`src/rtl/core_pkg.sv`:
```
// Shared core types: ALU opcodes, forwarding selects
// and writeback source encodings.
package core_pkg;

  typedef enum logic [2:0] {
    ADD = 3'b000,
    SUB = 3'b001,
    AND = 3'b010,
    OR  = 3'b011,
    XOR = 3'b100
  } alu_op_t;

  typedef enum logic [1:0] {
    FWD_REG = 2'b00,
    FWD_WB  = 2'b01,
    FWD_MEM = 2'b10
  } fwd_sel_t;

  localparam logic [1:0] RESULT_SRC_ALU = 2'b00;
  localparam logic [1:0] RESULT_SRC_MEM = 2'b01;
  localparam logic [1:0] RESULT_SRC_PC4 = 2'b10;

endpackage

```
`src/rtl/forward_mux.sv`:
```
// 3:1 operand forwarding mux; the unused code 11
// falls back to the register-file value.
module forward_mux
  import core_pkg::*;
#(
  parameter int DATA_WIDTH = 32
) (
  input  logic [1:0]            sel,
  input  logic [DATA_WIDTH-1:0] reg_val,
  input  logic [DATA_WIDTH-1:0] wb_val,
  input  logic [DATA_WIDTH-1:0] mem_val,
  output logic [DATA_WIDTH-1:0] y
);

  always_comb begin
    y = reg_val;
    case (fwd_sel_t'(sel))
      FWD_WB:  y = wb_val;
      FWD_MEM: y = mem_val;
      default: y = reg_val;
    endcase
  end

endmodule

```
`src/rtl/id_ex_stage.sv`:
```
// Decode-to-execute pipeline register with bubble/stall
// handling and forwarding onto the execute ALU operands.
module id_ex_stage
  import core_pkg::*;
#(
  parameter int DATA_WIDTH     = 32,
  parameter int CONTROL_WIDTH  = 3,
  parameter int REG_ADDR_WIDTH = 5
) (
  input  logic                      clk,
  input  logic                      rst_n,
  input  logic                      StallE,
  input  logic                      FlushE,
  input  logic                      ValidD,
  input  logic [DATA_WIDTH-1:0]     RD1D,
  input  logic [DATA_WIDTH-1:0]     RD2D,
  input  logic [DATA_WIDTH-1:0]     ImmExtD,
  input  logic [DATA_WIDTH-1:0]     PCD,
  input  logic [REG_ADDR_WIDTH-1:0] Rs1D,
  input  logic [REG_ADDR_WIDTH-1:0] Rs2D,
  input  logic [REG_ADDR_WIDTH-1:0] RdD,
  input  logic [CONTROL_WIDTH-1:0]  ALUControlD,
  input  logic                      ALUSrcD,
  input  logic                      RegWriteD,
  input  logic                      MemWriteD,
  input  logic [1:0]                ResultSrcD,
  input  logic                      BranchD,
  input  logic                      JumpD,
  input  logic [1:0]                ForwardAE,
  input  logic [1:0]                ForwardBE,
  input  logic [DATA_WIDTH-1:0]     ALUResultM,
  input  logic [DATA_WIDTH-1:0]     ResultW,
  output logic [DATA_WIDTH-1:0]     SrcAE,
  output logic [DATA_WIDTH-1:0]     SrcBE,
  output logic [CONTROL_WIDTH-1:0]  ALUControlE,
  output logic [DATA_WIDTH-1:0]     WriteDataE,
  output logic [DATA_WIDTH-1:0]     ImmExtE,
  output logic [DATA_WIDTH-1:0]     PCE,
  output logic [REG_ADDR_WIDTH-1:0] Rs1E,
  output logic [REG_ADDR_WIDTH-1:0] Rs2E,
  output logic [REG_ADDR_WIDTH-1:0] RdE,
  output logic                      RegWriteE,
  output logic                      MemWriteE,
  output logic                      BranchE,
  output logic                      JumpE,
  output logic [1:0]                ResultSrcE,
  output logic                      ValidE
);

  typedef struct packed {
    logic                      valid;
    logic [DATA_WIDTH-1:0]     rd1;
    logic [DATA_WIDTH-1:0]     rd2;
    logic [DATA_WIDTH-1:0]     imm;
    logic [DATA_WIDTH-1:0]     pc;
    logic [REG_ADDR_WIDTH-1:0] rs1;
    logic [REG_ADDR_WIDTH-1:0] rs2;
    logic [REG_ADDR_WIDTH-1:0] rd;
    logic [CONTROL_WIDTH-1:0]  aluctl;
    logic                      alusrc;
    logic                      regwrite;
    logic                      memwrite;
    logic [1:0]                resultsrc;
    logic                      branch;
    logic                      jump;
  } ex_t;

  ex_t q;
  ex_t nxt;

  // An all-zero record is the bubble; ALU op 000 is ADD.
  always_comb begin
    nxt = '0;
    if (ValidD) begin
      nxt.valid     = 1'b1;
      nxt.rd1       = RD1D;
      nxt.rd2       = RD2D;
      nxt.imm       = ImmExtD;
      nxt.pc        = PCD;
      nxt.rs1       = Rs1D;
      nxt.rs2       = Rs2D;
      nxt.rd        = RdD;
      nxt.aluctl    = ALUControlD;
      nxt.alusrc    = ALUSrcD;
      nxt.regwrite  = RegWriteD & (RdD != '0);
      nxt.memwrite  = MemWriteD;
      nxt.resultsrc = ResultSrcD;
      nxt.branch    = BranchD;
      nxt.jump      = JumpD;
    end
  end

  always_ff @(posedge clk or negedge rst_n) begin
    if (!rst_n) begin
      q <= '0;
    end else if (FlushE) begin
      q <= '0;
    end else if (!StallE) begin
      q <= nxt;
    end
  end

  logic [DATA_WIDTH-1:0] fwd_b;

  forward_mux #(.DATA_WIDTH(DATA_WIDTH)) u_fwd_a (
    .sel     (ForwardAE),
    .reg_val (q.rd1),
    .wb_val  (ResultW),
    .mem_val (ALUResultM),
    .y       (SrcAE)
  );

  forward_mux #(.DATA_WIDTH(DATA_WIDTH)) u_fwd_b (
    .sel     (ForwardBE),
    .reg_val (q.rd2),
    .wb_val  (ResultW),
    .mem_val (ALUResultM),
    .y       (fwd_b)
  );

  assign WriteDataE  = fwd_b;
  assign SrcBE       = q.alusrc ? q.imm : fwd_b;
  assign ALUControlE = q.aluctl;
  assign ImmExtE     = q.imm;
  assign PCE         = q.pc;
  assign Rs1E        = q.rs1;
  assign Rs2E        = q.rs2;
  assign RdE         = q.rd;
  assign RegWriteE   = q.regwrite;
  assign MemWriteE   = q.memwrite;
  assign BranchE     = q.branch;
  assign JumpE       = q.jump;
  assign ResultSrcE  = q.resultsrc;
  assign ValidE      = q.valid;

endmodule

```
`config.mk`:
```
export PLATFORM = sky130hd
export DESIGN_NAME = id_ex_stage
export DESIGN_NICKNAME = d
export VERILOG_FILES = /design/src/rtl/core_pkg.sv /design/src/rtl/forward_mux.sv /design/src/rtl/id_ex_stage.sv
export SDC_FILE = /design/constraint.sdc
export NUM_CORES = 1
export LEC_CHECK = 0
export CAP_MARGIN = 20
export CORE_AREA = 2 2 162 164
export DETAILED_ROUTE_END_ITERATION = 12
export DIE_AREA = 0 0 164 166
export PLACE_DENSITY = 0.66
export RECOVER_POWER = 50
export SLEW_MARGIN = 20
export SYNTH_ARGS = -nofsm -noshare
export SYNTH_HDL_FRONTEND = slang
export SYNTH_SLANG_ARGS = --single-unit
```
`constraint.sdc`:
```
create_clock -name clk -period 2.6 [get_ports clk]
set_input_delay 0.65 -clock clk [delete_from_list [all_inputs] [get_ports clk]]
set_output_delay 0.65 -clock clk [all_outputs]
set_load 0.05 [all_outputs]
```
==> results of run 1 <==
[metrics by stage]
stage          hold WS (ns)  instances  TNS, ns
5_1_grt               0.516       1435    -8.34
3_3_place_gp          0.466       1370   -34.80
2_1_floorplan         0.354        693    -3.95
4_1_cts               0.217       1430    -4.64
6_report              0.489       1436    -5.11
3_5_place_dp          0.472       1370   -36.48
[final timing paths]
check / cells past startpoint / startpoint / to / slack, ns
hold reg to reg: 1 / ValidE / ValidE / 0.49
min in group asynchronous: 1 / rst_n / JumpE / 0.60
max in group asynchronous: 2 / rst_n / ImmExtE[14] / 0.35
setup reg to reg: 2 / q[6] / q[6] / 1.63
hold / removal: 1 / ValidE / ValidE / 0.49
setup / recovery: 9 / ForwardBE[1] / SrcBE[31] / -0.18
[state kept, by name (all words and copies together), names as in the netlist, 2 cells and up]
signal / cells
q: 65
ImmExtE: 32
PCE: 32
RdE: 5
Rs1E: 5
Rs2E: 5
ALUControlE: 3
ResultSrcE: 2
[logic make-up after synthesis]
family	Yosys count	synth area share [%]
AOI/OAI and AO/OA	282	30.1
muxes	32	4.55
DFF	154	48.7
and+or+nand+nor	37	1.85
buffers and inverters	184	14.2
adders and majority gates	4	0.632
[area by class of cell]
class | instances | area, sq um
Antenna cell | 2 | 5.00
Clock buffer | 17 | 425
Clock inverter | 15 | 173
Fill cell | 1963 | 10000
Inverter | 36 | 143
Multi-Input combinational cell | 355 | 4080
Sequential cell | 154 | 3850
Tap cell | 335 | 419
Timing Repair Buffer | 522 | 6510
[power breakdown]
part | switching (mW) | internal (mW) | total (mW)
clock network | 1.26 | 1.30 | 2.56
logic | 1.78 | 1.80 | 3.57
registers | 0.0600 | 2.48 | 2.54
total | 3.09 | 5.58 | 8.67
[cell usage after synthesis, types with 4 or more instances]
cell,number
dfrtp_1,154
a22o_1,152
buf_4,95
inv_1,36
nand2_1,33
a22oi_1,32
buf_2,32
mux2_2,32
o21ai_0,32
a221oi_2,27
a21oi_1,26
clkbuf_1,15
a21oi_2,6
a221oi_1,5
buf_6,5
ha_1,4
[what timing repair did]
action                                  4_1_cts  5_1_grt
cloned                                       12        0
endpoints found under the setup margin       96       69
buffers inserted                             27       15
hold endpoints to repair                      0        0
resized for setup                           126       27
pin swaps                                    11        3
[layer usage]
layer	track usage, %	vias up	part of all wire, %
met1	28.5	3768	40
met5	0	-	0.035
met2	38.6	350	49
li1	-	3320	-
met3	7.12	55	7.8
met4	7.59	2	2.8
==> reports/metrics.yaml, run 1 <==
run_status:
  status: "complete, but fails checks"
  violations: "max-capacitance violations, max-slew violations, negative setup slack"
cells_and_area:
  final_util_pct: 60.9
  final_cell_mix: "clkdlybuf4s50_1 (308), dfrtp_1 (153), a22o_1 (152), buf_12 (114), buf_6 (41)"
  area_delta_synth_final_pct: 97.2
  final_nets: 1316
  final_common_cell: "clkdlybuf4s50_1"
  final_area_sq_um: 15600
  drive_above_1_share_pct: 34.3
timing:
  final-max-slew-violation-count: 60
  finalSetupViolations: 38
  period_minus_slack_ns: 2.78
  hold_violations: 0
  max-slew-margin-rel_pct: -4.99
  rsz0062_at_grt: "yes"
  tightest_slew_ns: 1.57
  setup_ws_ns: -0.181
  finalClockSkew_ns: 0
  fin_crit_sh_pct: 107
  clock.fmax_mhz: 360
detailed_routing:
  vias: 7495
  drc: 0
  wl_mm: 31.8
  ant_nets: 0
  via_per_inst: 5.22
  first_pass_iters: 6
  post_drt_wl_per_cell_um: 22.1
  drtIter0Drc: 382
critical_path:
  slowest_stage: "mux2_4"
  start_kind: "primary input"
  crit_top_cell: "buf_6"
  crit_path_cell_trace: "buf_6 -> buf_6 -> ha_4 -> buf_6 -> buf_12 -> a221oi_4 -> a21oi_4 -> mux2_4 -> buf_12"
  critical_path.top_delay_family: "buffers and inverters"
  cpPeakStageDelay_ns: 0.29
  end_kind: "primary output"
  path_class: "primary input to primary output"
  cp_num_buf_inv: 5
  required_ns: 1.95
  crit_arrival_ns: 2.13
  critPathMaxFanout: 5
yosys:
  synth_ff_type: "dfrtp_1"
  synth-edff-count: 0
  ys.warnings.count: 0
  synth.avg_cell_area_sq_um: 11.4
  yosys.area.top_type_share_pct: 48.7
  synthDistinctLibCells: 23
  syn-cell-area_sq_um: 7920
  synthTopCellsByArea: "dfrtp_1 (49%), a22o_1 (17%), buf_4 (9.0%)"
  ys_ff_latch: 154
  synth_cells: 693
  synth-seq-area-share_pct: 48.7
  syn_nets: 923
  synth_top_area_cell: "dfrtp_1"
  async_flop_share_pct: 100
clock_tree:
  cts_htree_levels: 4
  clk_pin_slew_ns: 0.08
  cts-buffers-inserted: 17
  cts_max_path_buffers: 2
  clock-sinks: 154
  tritoncts: "yes"
  cts_root_buffer: "clkbuf_16"
  hold_buffers: 0
  worstSkewPairLatency_ns: 0.43
floorplan:
  dieArea_sq_um: 27200
  initial_core_util_pct: 30.9
  die_w_um: 164
  die_h_um: 166
  placementRows: 59
  io_pins: 411
  core_sq_um: 25600
hold_path:
  hold_class: "flip-flop to flip-flop"
grt:
  grt_pass1_wl_mm: 48.3
  first_global_vias: 7971
  grt_max_degree: 98
  track_usage_pct: 23.2
  antenna_found_initial: 3
  grt.overflow.total: 0
placed_design:
  io_buffer_count: 410
  dp_slack_ns: -0.602
  dpl.hpwl_mm: 21.3
  place_congestion: 0.789
  place_area_sq_um: 13900
pwr:
  leakage_nw: 6.52
  fin_total_pwr_mw: 8.67
  ir_drop_mv: 0.321
  pwr_density_cell_nw_per_um2: 555
job:
  drv_cap: 1
Note: power is estimated with default switching activity, not from simulation.
==> inputs of run 2 (changes only) <==
CORE_AREA = not set   (was 2 2 162 164)
CORE_UTILIZATION = 30   (was not set)
CTS_CLUSTER_SIZE = 12   (was not set)
DIE_AREA = not set   (was 0 0 164 166)
PLACE_DENSITY = not set   (was 0.66)
==> run 2 against run 1 <==
Against the previous run: the run still ends with max-capacitance violations, max-slew violations, negative setup slack left; total power is 0.92% lower; die area is 0.67% lower; critical path depth is 1 higher; final area is 0.94% lower; utilization is 1.4 points lower; clock-buffer cell count stayed put; fmax is 3.6% lower; first-iteration DRC count is 6.8% higher; register-to-register slack better by 0.22 ns; critical endpoint is now SrcBE[12]; clock skew stayed put; clock power hardly changed.
==> reports/metrics.yaml, run 2 (synthesis gave the netlist of run 1 again) <==
critical_path:
  crit_arrival_ns: 2.24
  cp_num_buf_inv: 6
  critPathMaxFanout: 7
  end_kind: "primary output"
  crit_top_cell: "buf_6"
  required_ns: 1.95
  critical_path.top_delay_family: "buffers and inverters"
  slowest_stage: "mux2_4"
  crit_path_cell_trace: "buf_6 -> buf_6 -> ha_4 -> buf_6 -> buf_16 -> buf_12 -> a221oi_4 -> a21oi_4 -> mux2_4 -> buf_12"
  start_kind: "primary input"
  cpPeakStageDelay_ns: 0.29
  path_class: "primary input to primary output"
pwr:
  pwr_density_cell_nw_per_um2: 556
  power_frac_seq_pct: 29.6
  swShare_pct: 35.4
  p_int_mw: 5.55
  clkPwrFrac_pct: 29.4
  p_switching_mw: 3.04
  p_comb_share_pct: 41.0
  leakage_nw: 6.50
  ir_drop_mv: 0.357
grt:
  grt_max_degree: 85
  first_global_vias: 7596
  track_usage_pct: 23.0
  grt.overflow.total: 0
  antenna_found_initial: 3
  grt_pass1_wl_mm: 46.5
floorplan:
  die_h_um: 164
  io_pins: 411
  placementRows: 59
  dieArea_sq_um: 27000
  die_w_um: 164
  initial_core_util_pct: 30.5
  core_sq_um: 26000
placed_design:
  dp.cells: 1370
  dpl.hpwl_mm: 21.7
  io_buffer_count: 410
  place_congestion: 0.810
  dp_slack_ns: -0.647
cells_and_area:
  final_cell_mix: "clkdlybuf4s50_1 (307), dfrtp_1 (153), a22o_1 (152), buf_12 (114), buf_6 (43)"
  final_common_cell: "clkdlybuf4s50_1"
  drive_above_1_share_pct: 33.9
  final_cells: 1438
  largest_register_ffs: 65
  area_delta_synth_final_pct: 95.3
  final_util_pct: 59.5
  final_nets: 1317
  top_register: "q"
timing:
  period_minus_slack_ns: 2.89
  fin_crit_sh_pct: 111
  rsz0062_at_grt: "yes"
  clock.fmax_mhz: 347
  finalClockSkew_ns: 0
  finalSetupViolations: 52
  final-max-slew-violation-count: 59
  setup-tns-final_ns: -8.37
  max-slew-margin-rel_pct: -9.63
  tightest_slew_ns: 1.64
  setup_ws_ns: -0.285
  hold_violations: 0
clock_tree:
  tritoncts: "yes"
  clk_pin_slew_ns: 0.07
  cts-buffers-inserted: 17
  clock-sinks: 154
  cts_root_buffer: "clkbuf_16"
  cts_htree_levels: 4
  worstSkewPairLatency_ns: 0.42
  hold_buffers: 0
  cts_max_path_buffers: 2
detailed_routing:
  ant_nets: 0
  via_per_inst: 5.11
  drtIter0Drc: 408
  wl_mm: 32.2
  drc: 0
  post_drt_wl_per_cell_um: 22.4
  vias: 7346
  first_pass_iters: 5
run_status:
  violations: "max-capacitance violations, max-slew violations, negative setup slack"
  status: "complete, but fails checks"
job:
  drv_cap: 1
hold_path:
  hold_class: "flip-flop to flip-flop"
## run 2: cell count changes in the layout (fill, tap and decap cells not counted), sizes merged
cell           before  now
clkbuf             27   32
dlymetal6s2s        0    1
clkdlybuf4s15       1    0
buf               201  198
diode               2    3
clkdlybuf4s50     308  307
## run 2: final timing paths
check                              from          end  slack (ns)  depth (start not counted)
setup reg to reg                 q[110]       q[110]        1.85                          1
hold / removal                   ValidE       ValidE        0.48                          1
min in group asynchronous         rst_n  ImmExtE[16]        0.64                          1
setup / recovery           ForwardBE[1]    SrcBE[12]       -0.29                         10
hold reg to reg                  ValidE       ValidE        0.48                          1
max in group asynchronous         rst_n       q[125]        0.52                          2
## run 2: metrics by stage
step | power, mW | instance area (sq um) | hold slack, ns
global route | 8.91 | 15500 | 0.500
finish | 8.59 | 15500 | 0.483
CTS | 8.62 | 15300 | 0.237
floorplan | 4.18 | 8620 | 0.354
detailed placement | 5.76 | 13900 | 0.471
global placement | 5.74 | 13900 | 0.458
## run 2: layout make-up
cell class / instances / area [sq um]
Sequential cell: 154 / 3850
Clock inverter: 15 / 175
Multi-Input combinational cell: 355 / 3940
Clock buffer: 17 / 425
Tap cell: 335 / 419
Inverter: 36 / 143
Antenna cell: 3 / 7.51
Timing Repair Buffer: 523 / 6500
Fill cell: 2066 / 10500
## run 2: layer usage
metal	GRT usage, %	part of all wire, %	up-vias
met3	5.45	7.3	51
met5	0	0.040	-
li1	-	-	3316
met1	28.0	40	3614
met4	8.63	2.8	2
met2	39.4	50	363
## run 2: power groups by stage
| stage | clock [mW] | sequential, mW | combinational [mW] |
|---|---|---|---|
| finish | 2.53 | 2.54 | 3.52 |
| global route | 2.70 | 2.55 | 3.65 |
| CTS | 2.60 | 2.54 | 3.48 |
| detailed placement | 0 | 2.59 | 3.17 |
| global placement | 0 | 2.59 | 3.15 |
| floorplan | 0 | 2.58 | 1.60 |
## run 2: what timing repair did
| action | CTS | global route |
|---|---|---|
| setup buffers | 23 | 9 |
| gates resized for setup | 99 | 46 |
| pin swaps | 11 | 6 |
| cloned | 7 | 3 |
| endpoints found under the setup margin | 96 | 84 |
